--- src/rtl/instruction_fetch_unit_if.sv ---
// Fetch-side bus bundle: instruction memory request/response, redirect
// request from execute, the decoupled (pc, instruction) stream to decode,
// and the sticky fetch-fault report.
// master = fetch unit side, slave = memory / decode / redirect side.
interface instruction_fetch_unit_if;
  logic [31:0] imem_address;
  logic [31:0] imem_instruction;
  logic        redirect_valid;
  logic [31:0] redirect_target;
  logic        out_valid;
  logic        out_ready;
  logic [31:0] out_instruction;
  logic [31:0] out_pc;
  logic        fault;
  logic [31:0] fault_pc;

  modport master (
    output imem_address,
    input  imem_instruction,
    input  redirect_valid,
    input  redirect_target,
    output out_valid,
    input  out_ready,
    output out_instruction,
    output out_pc,
    output fault,
    output fault_pc
  );

  modport slave (
    input  imem_address,
    output imem_instruction,
    output redirect_valid,
    output redirect_target,
    input  out_valid,
    output out_ready,
    input  out_instruction,
    input  out_pc,
    input  fault,
    input  fault_pc
  );
endinterface

--- src/rtl/instruction_fetch_unit.sv ---
// MIPS instruction fetch front end. Owns the program counter, reads a
// big-endian word from a combinational instruction memory and delivers
// (pc, instruction) pairs to decode through a 2-entry buffer.
// Optional macro IFU_FAULT_CHECK_EN: stop fetching on a misaligned or
// out-of-range fetch address and report it through fault/fault_pc until
// the next redirect or reset. Without it, fault/fault_pc stay 0 and the
// pc simply wraps modulo 2^32.
module instruction_fetch_unit #(
  parameter logic [31:0] RESET_PC  = 32'h0000_0000,
  parameter int          MEM_BYTES = 256
) (
  input logic                      clk,
  input logic                      rst,
  instruction_fetch_unit_if.master bus
);

  if ((MEM_BYTES < 4) || ((MEM_BYTES % 4) != 0)) begin : g_bad_mem_size
    $error("MEM_BYTES must be a positive multiple of 4");
  end

  logic [31:0] fetch_pc_r;
  logic [31:0] head_pc_r;
  logic [31:0] head_instr_r;
  logic [31:0] tail_pc_r;
  logic [31:0] tail_instr_r;
  logic [1:0]  count_r;
  logic        fault_r;
  logic [31:0] fault_pc_r;

  logic        fault_cond_s;
  logic        valid_s;
  logic        pop_s;
  logic        push_s;

`ifdef IFU_FAULT_CHECK_EN
  localparam logic [31:0] LAST_WORD = 32'(MEM_BYTES - 4);

  // Flag fetch addresses that are misaligned or beyond the last legal word.
  always_comb begin
    fault_cond_s = 1'b0;
    if ((fetch_pc_r[1:0] != 2'b00) || (fetch_pc_r > LAST_WORD)) begin
      fault_cond_s = 1'b1;
    end else begin
      fault_cond_s = 1'b0;
    end
  end
`else
  assign fault_cond_s = 1'b0;
`endif

  // A redirect hides the buffer immediately so no stale instruction leaks.
  assign valid_s = (count_r != 2'd0) & ~bus.redirect_valid;
  assign pop_s   = valid_s & bus.out_ready;
  assign push_s  = ~fault_r & ~bus.redirect_valid & ~fault_cond_s &
                   ((count_r != 2'd2) | pop_s);

  assign bus.imem_address    = fetch_pc_r;
  assign bus.out_valid       = valid_s;
  assign bus.out_pc          = head_pc_r;
  assign bus.out_instruction = head_instr_r;
  assign bus.fault           = fault_r;
  assign bus.fault_pc        = fault_pc_r;

  // Program counter, fault capture and 2-entry head/tail buffer update.
  always_ff @(posedge clk) begin
    if (rst) begin
      fetch_pc_r   <= RESET_PC;
      count_r      <= 2'd0;
      fault_r      <= 1'b0;
      fault_pc_r   <= 32'h0000_0000;
      head_pc_r    <= 32'h0000_0000;
      head_instr_r <= 32'h0000_0000;
      tail_pc_r    <= 32'h0000_0000;
      tail_instr_r <= 32'h0000_0000;
    end else if (bus.redirect_valid) begin
      count_r    <= 2'd0;
      fetch_pc_r <= bus.redirect_target;
      fault_r    <= 1'b0;
    end else begin
      if (push_s) begin
        fetch_pc_r <= fetch_pc_r + 32'd4;
      end else if (fault_cond_s && !fault_r) begin
        fault_r    <= 1'b1;
        fault_pc_r <= fetch_pc_r;
      end

      case ({push_s, pop_s})
        2'b10: begin
          if (count_r == 2'd0) begin
            head_pc_r    <= fetch_pc_r;
            head_instr_r <= bus.imem_instruction;
          end else begin
            tail_pc_r    <= fetch_pc_r;
            tail_instr_r <= bus.imem_instruction;
          end
          count_r <= count_r + 2'd1;
        end
        2'b01: begin
          // With one entry left the head keeps its value as the held output.
          if (count_r == 2'd2) begin
            head_pc_r    <= tail_pc_r;
            head_instr_r <= tail_instr_r;
          end
          count_r <= count_r - 2'd1;
        end
        2'b11: begin
          if (count_r == 2'd2) begin
            head_pc_r    <= tail_pc_r;
            head_instr_r <= tail_instr_r;
            tail_pc_r    <= fetch_pc_r;
            tail_instr_r <= bus.imem_instruction;
          end else begin
            head_pc_r    <= fetch_pc_r;
            head_instr_r <= bus.imem_instruction;
          end
        end
        default: begin
        end
      endcase
    end
  end

endmodule
--- src/flat_wrapper.sv ---
// flat-port wrapper written by rule: the top's interface ports become plain ports
module instruction_fetch_unit_flat 
#(
  parameter logic [31:0] RESET_PC  = 32'h0000_0000,
  parameter int          MEM_BYTES = 256
)
  (clk, rst, bus_imem_address, bus_imem_instruction, bus_redirect_valid, bus_redirect_target, bus_out_valid, bus_out_ready, bus_out_instruction, bus_out_pc, bus_fault, bus_fault_pc);
  instruction_fetch_unit_if bus_i ();
  input logic clk;
  input logic rst;
  output wire logic [$bits(bus_i.imem_address)-1:0] bus_imem_address;
  input wire logic [$bits(bus_i.imem_instruction)-1:0] bus_imem_instruction;
  input wire logic [$bits(bus_i.redirect_valid)-1:0] bus_redirect_valid;
  input wire logic [$bits(bus_i.redirect_target)-1:0] bus_redirect_target;
  output wire logic [$bits(bus_i.out_valid)-1:0] bus_out_valid;
  input wire logic [$bits(bus_i.out_ready)-1:0] bus_out_ready;
  output wire logic [$bits(bus_i.out_instruction)-1:0] bus_out_instruction;
  output wire logic [$bits(bus_i.out_pc)-1:0] bus_out_pc;
  output wire logic [$bits(bus_i.fault)-1:0] bus_fault;
  output wire logic [$bits(bus_i.fault_pc)-1:0] bus_fault_pc;
  assign bus_imem_address = bus_i.imem_address;
  assign bus_i.imem_instruction = bus_imem_instruction;
  assign bus_i.redirect_valid = bus_redirect_valid;
  assign bus_i.redirect_target = bus_redirect_target;
  assign bus_out_valid = bus_i.out_valid;
  assign bus_i.out_ready = bus_out_ready;
  assign bus_out_instruction = bus_i.out_instruction;
  assign bus_out_pc = bus_i.out_pc;
  assign bus_fault = bus_i.fault;
  assign bus_fault_pc = bus_i.fault_pc;
  instruction_fetch_unit #(.RESET_PC(RESET_PC), .MEM_BYTES(MEM_BYTES)) u_core (.clk(clk), .rst(rst), .bus(bus_i));
endmodule
--- config.mk ---
export PLATFORM = sky130hd
export DESIGN_NAME = instruction_fetch_unit_flat
export DESIGN_NICKNAME = d
export VERILOG_FILES = /design/src/rtl/instruction_fetch_unit_if.sv /design/src/rtl/instruction_fetch_unit.sv /design/src/flat_wrapper.sv
export SDC_FILE = /design/constraint.sdc
export NUM_CORES = 1
export LEC_CHECK = 0
export ABC_AREA = 1
export CAP_MARGIN = 20
export CORE_MARGIN = 2
export CORE_UTILIZATION = 53
export CTS_CLUSTER_SIZE = 10
export DETAILED_ROUTE_END_ITERATION = 8
export PLACE_DENSITY_LB_ADDON = 0.1
export SLEW_MARGIN = 10
export SYNTH_ARGS = -nofsm -noshare
export SYNTH_HDL_FRONTEND = slang
export SYNTH_SLANG_ARGS = --single-unit
--- constraint.sdc ---
create_clock -name clk -period 3.9 [get_ports clk]
set_input_delay 0.39 -clock clk [delete_from_list [all_inputs] [get_ports clk]]
set_output_delay 0.39 -clock clk [all_outputs]
set_load 0.05 [all_outputs]
==> impl_metrics.py <==
metrics = {
    "drt": {
        "drc_errors": 0,
        "route.antenna.remaining_nets": 0,
        "first_iter_violations": 730,
        "routed_wl_um": 21700,
        "wl_per_cell_um": 15.4,
        "viasPerCell": 5.47,
        "route.vias.total": 7728,
        "drt_pre_antenna_iters": 5,
    },
    "yosys": {
        "synth_top_family_by_area": "simple AND/OR/NAND/NOR gates",
        "synth_compound_area_frac": 0.185,
        "synthAdderAreaFrac": 0.00497,
        "synthArstFlopShare": 0,
        "synth_xor_area_frac": 0.0116,
        "ys_seq_area_frac": 0.429,
        "synth_top_area_cell": "dfxtp_1",
        "synth-edff-count": 0,
        "synth-main-ff-cell": "dfxtp_1",
        "syn_area_per_cell_um2": 6.86,
        "synth.distinct_cells": 26,
        "synthCells": 1101,
        "yosys.area_share.simple": 0.270,
        "ys_ff_latch": 162,
        "synth_most_common_cell": "nand2_1",
        "synth_common_cells": "nand2_1, a21oi_1, dfxtp_1",
        "netlist_area_um2": 7550,
        "synth_area_leaders": "dfxtp_1, a21oi_1, nand2_1",
        "synth.mux.area_fraction": 0,
        "yosys_warnings": 0,
        "synth_top_area_frac": 0.429,
    },
    "clocking": {
        "clk_latency_ns": 0.43,
        "holdBufCountCts": 0,
        "clockRootBuffer": "clkbuf_16",
        "clkTransAtPathRegs_ns": 0.06,
        "clock_path_buffers": 2,
        "cts_tree": "yes",
        "clock-sinks": 162,
        "cts-htree-levels": 4,
        "cts_resized": 0,
        "cts_buffers": 17,
        "cts_setup_buffers": 0,
    },
    "grt": {
        "grt_pass1_vias": 6925,
        "grt.overflow.total": 0,
        "antenna_found_initial": 0,
        "grt_pass1_wl_um": 34100,
        "grt_start_max_net_pins": 75,
        "grt_usage": 0.283,
    },
    "sta": {
        "tightest_slew_ns": 0.911,
        "holdWs_ns": 0.430,
        "setup_viol": 0,
        "post-route-period-util": 0.763,
        "rsz0062_at_grt": "false",
        "drv_slew": 0,
        "final-hold-violation-count": 0,
        "period_needed_ns": 2.98,
        "fmax_mhz": 336,
        "tns_ns": 0,
        "slew_headroom": 0.392,
        "clock_skew_ns": 0.00453,
    },
    "die": {
        "num_io_pins": 198,
        "dieHeight_um": 123,
        "num_rows": 43,
        "start_util": 0.544,
        "core-area_um2": 13900,
        "dieArea_um2": 15200,
        "die_x_um": 123,
    },
    "power_and_ir_drop": {
        "p_total_mw": 4.15,
        "p_leak_nw": 3.61,
        "vdd_ir_drop_max_mv": 0.358,
        "power_density_nw_per_um2": 429,
    },
    "worst_setup_path": {
        "startpoint_type": "flop",
        "crit_type": "reg2reg",
        "cp.required_ns": 4.25,
        "crit_buf_inv": 4,
        "path_cells": "inv_1 > ha_1 > nor2_2 > nand2_1 > inv_2 > buf_4 > nand2_4 > nand2_2 > buf_4 > o21ai_0 > a21oi_1",
        "path_delay_family": "simple AND/OR/NAND/NOR gates",
        "worstPathMaxFanout": 49,
        "cp_slowest_stage_delay_ns": 0.43,
        "arrival_ns": 3.33,
        "crit_path_frequent_cell": "buf_4",
        "worstSetupEndpointType": "flop",
        "crit_slowest_cell": "nand2_2",
    },
    "cells_and_area": {
        "syn2layout_area_growth_pct": 28.0,
        "drive_gt1_frac": 0.0430,
        "fill_cells": 1192,
        "n_antenna_cell": 0,
        "finalNetCount": 1290,
    },
    "placed_design": {
        "portBuffers": 164,
        "hpwl_um": 14100,
        "gp_congestion": 0.962,
    },
    "hold_path": {
        "hp-class": "in2reg",
    },
    "outcome": {
        "status": "finished clean",
    },
    "job": {
        "max_cap_violations": 0,
    },
}
## cell type report
class,count,area (um^2),area share
multi-input combinational,814,3710,0.383
sequential,162,3240,0.335
timing repair buffer,177,1750,0.181
clock buffer,23,488,0.0505
tap,180,225,0.0233
inverter,47,176,0.0182
clock inverter,9,80.1,0.00828
## registers in the layout (all words and copies together), names as in the netlist
signal	flops
u_core.bus.out_pc	32
u_core.tail_instr_r	32
u_core.tail_pc_r	32
u_core.bus.out_instruction	32
u_core.bus.imem_address	32
u_core.count_r	2
## cell families after synthesis
group / count (synthesis)
xor gates and xnor gates: 10
other: 1
DFF: 162
buffers and inverters: 157
AOI/OAI and AO/OA: 276
adders and majority gates: 3
and+or+nand+nor: 492
## stage by stage
step	instance area, um^2	utilization	cells	worst slack [ns]
finish	9670	0.697	1412	0.923
global route	9670	0.697	1412	0.745
CTS	9670	0.697	1412	0.968
detailed placement	9100	0.656	1380	0.772
global placement	9100	0.656	1380	0.891
floorplan	7670	-	1133	1.73
## routing by layer
layer  share of wire  global-route usage  vias up
met2            0.47               0.454      315
met4           0.022               0.102        0
met3           0.072              0.0600       40
li1                -                   -     3806
met5               0                   0        -
met1            0.44               0.375     3567
## report_power, final
part           internal (mW)  switching, mW
clock                  0.941          0.660
combinational          0.237          0.505
sequential              1.73         0.0721
## worst reg2reg max path: stages (launching register included)
cell	delay, ns
dfxtp_1	0.31
inv_1	0.08
ha_1	0.21
nor2_2	0.12
nand2_1	0.10
inv_2	0.11
buf_4	0.39
nand2_4	0.41
nand2_2	0.44
buf_4	0.37
o21ai_0	0.17
a21oi_1	0.19
## placed cells by master, fill, tap and decap left out, drive strengths merged
cell type / instances
and2: 2
bufinv: 1
clkinvlp: 4
xnor2: 1
inv: 46
buf: 14
dfxtp: 162
xor2: 9
a31oi: 11
ha: 3
a211oi: 1
clkbuf: 23
conb: 33
o21bai: 1
nand4: 1
a21oi: 213
o21ai: 50
clkdlybuf4s50: 163
nor2: 124
nand2: 232
clkinv: 5
or2: 1
nand3: 131
nor3: 1
## final timing paths
path | end | slack, ns | depth (start not counted) | start
max | u_core.tail_pc_r[19] | 0.92 | 11 | u_core.count_r[0]
min | u_core.bus.out_instruction[11] | 0.43 | 2 | rst
max reg2reg | u_core.tail_pc_r[19] | 0.92 | 11 | u_core.count_r[0]
min reg2reg | u_core.bus.out_instruction[11] | 0.49 | 2 | u_core.bus.out_instruction[11]
No activity file was read; power rests on OpenSTA's default activity.
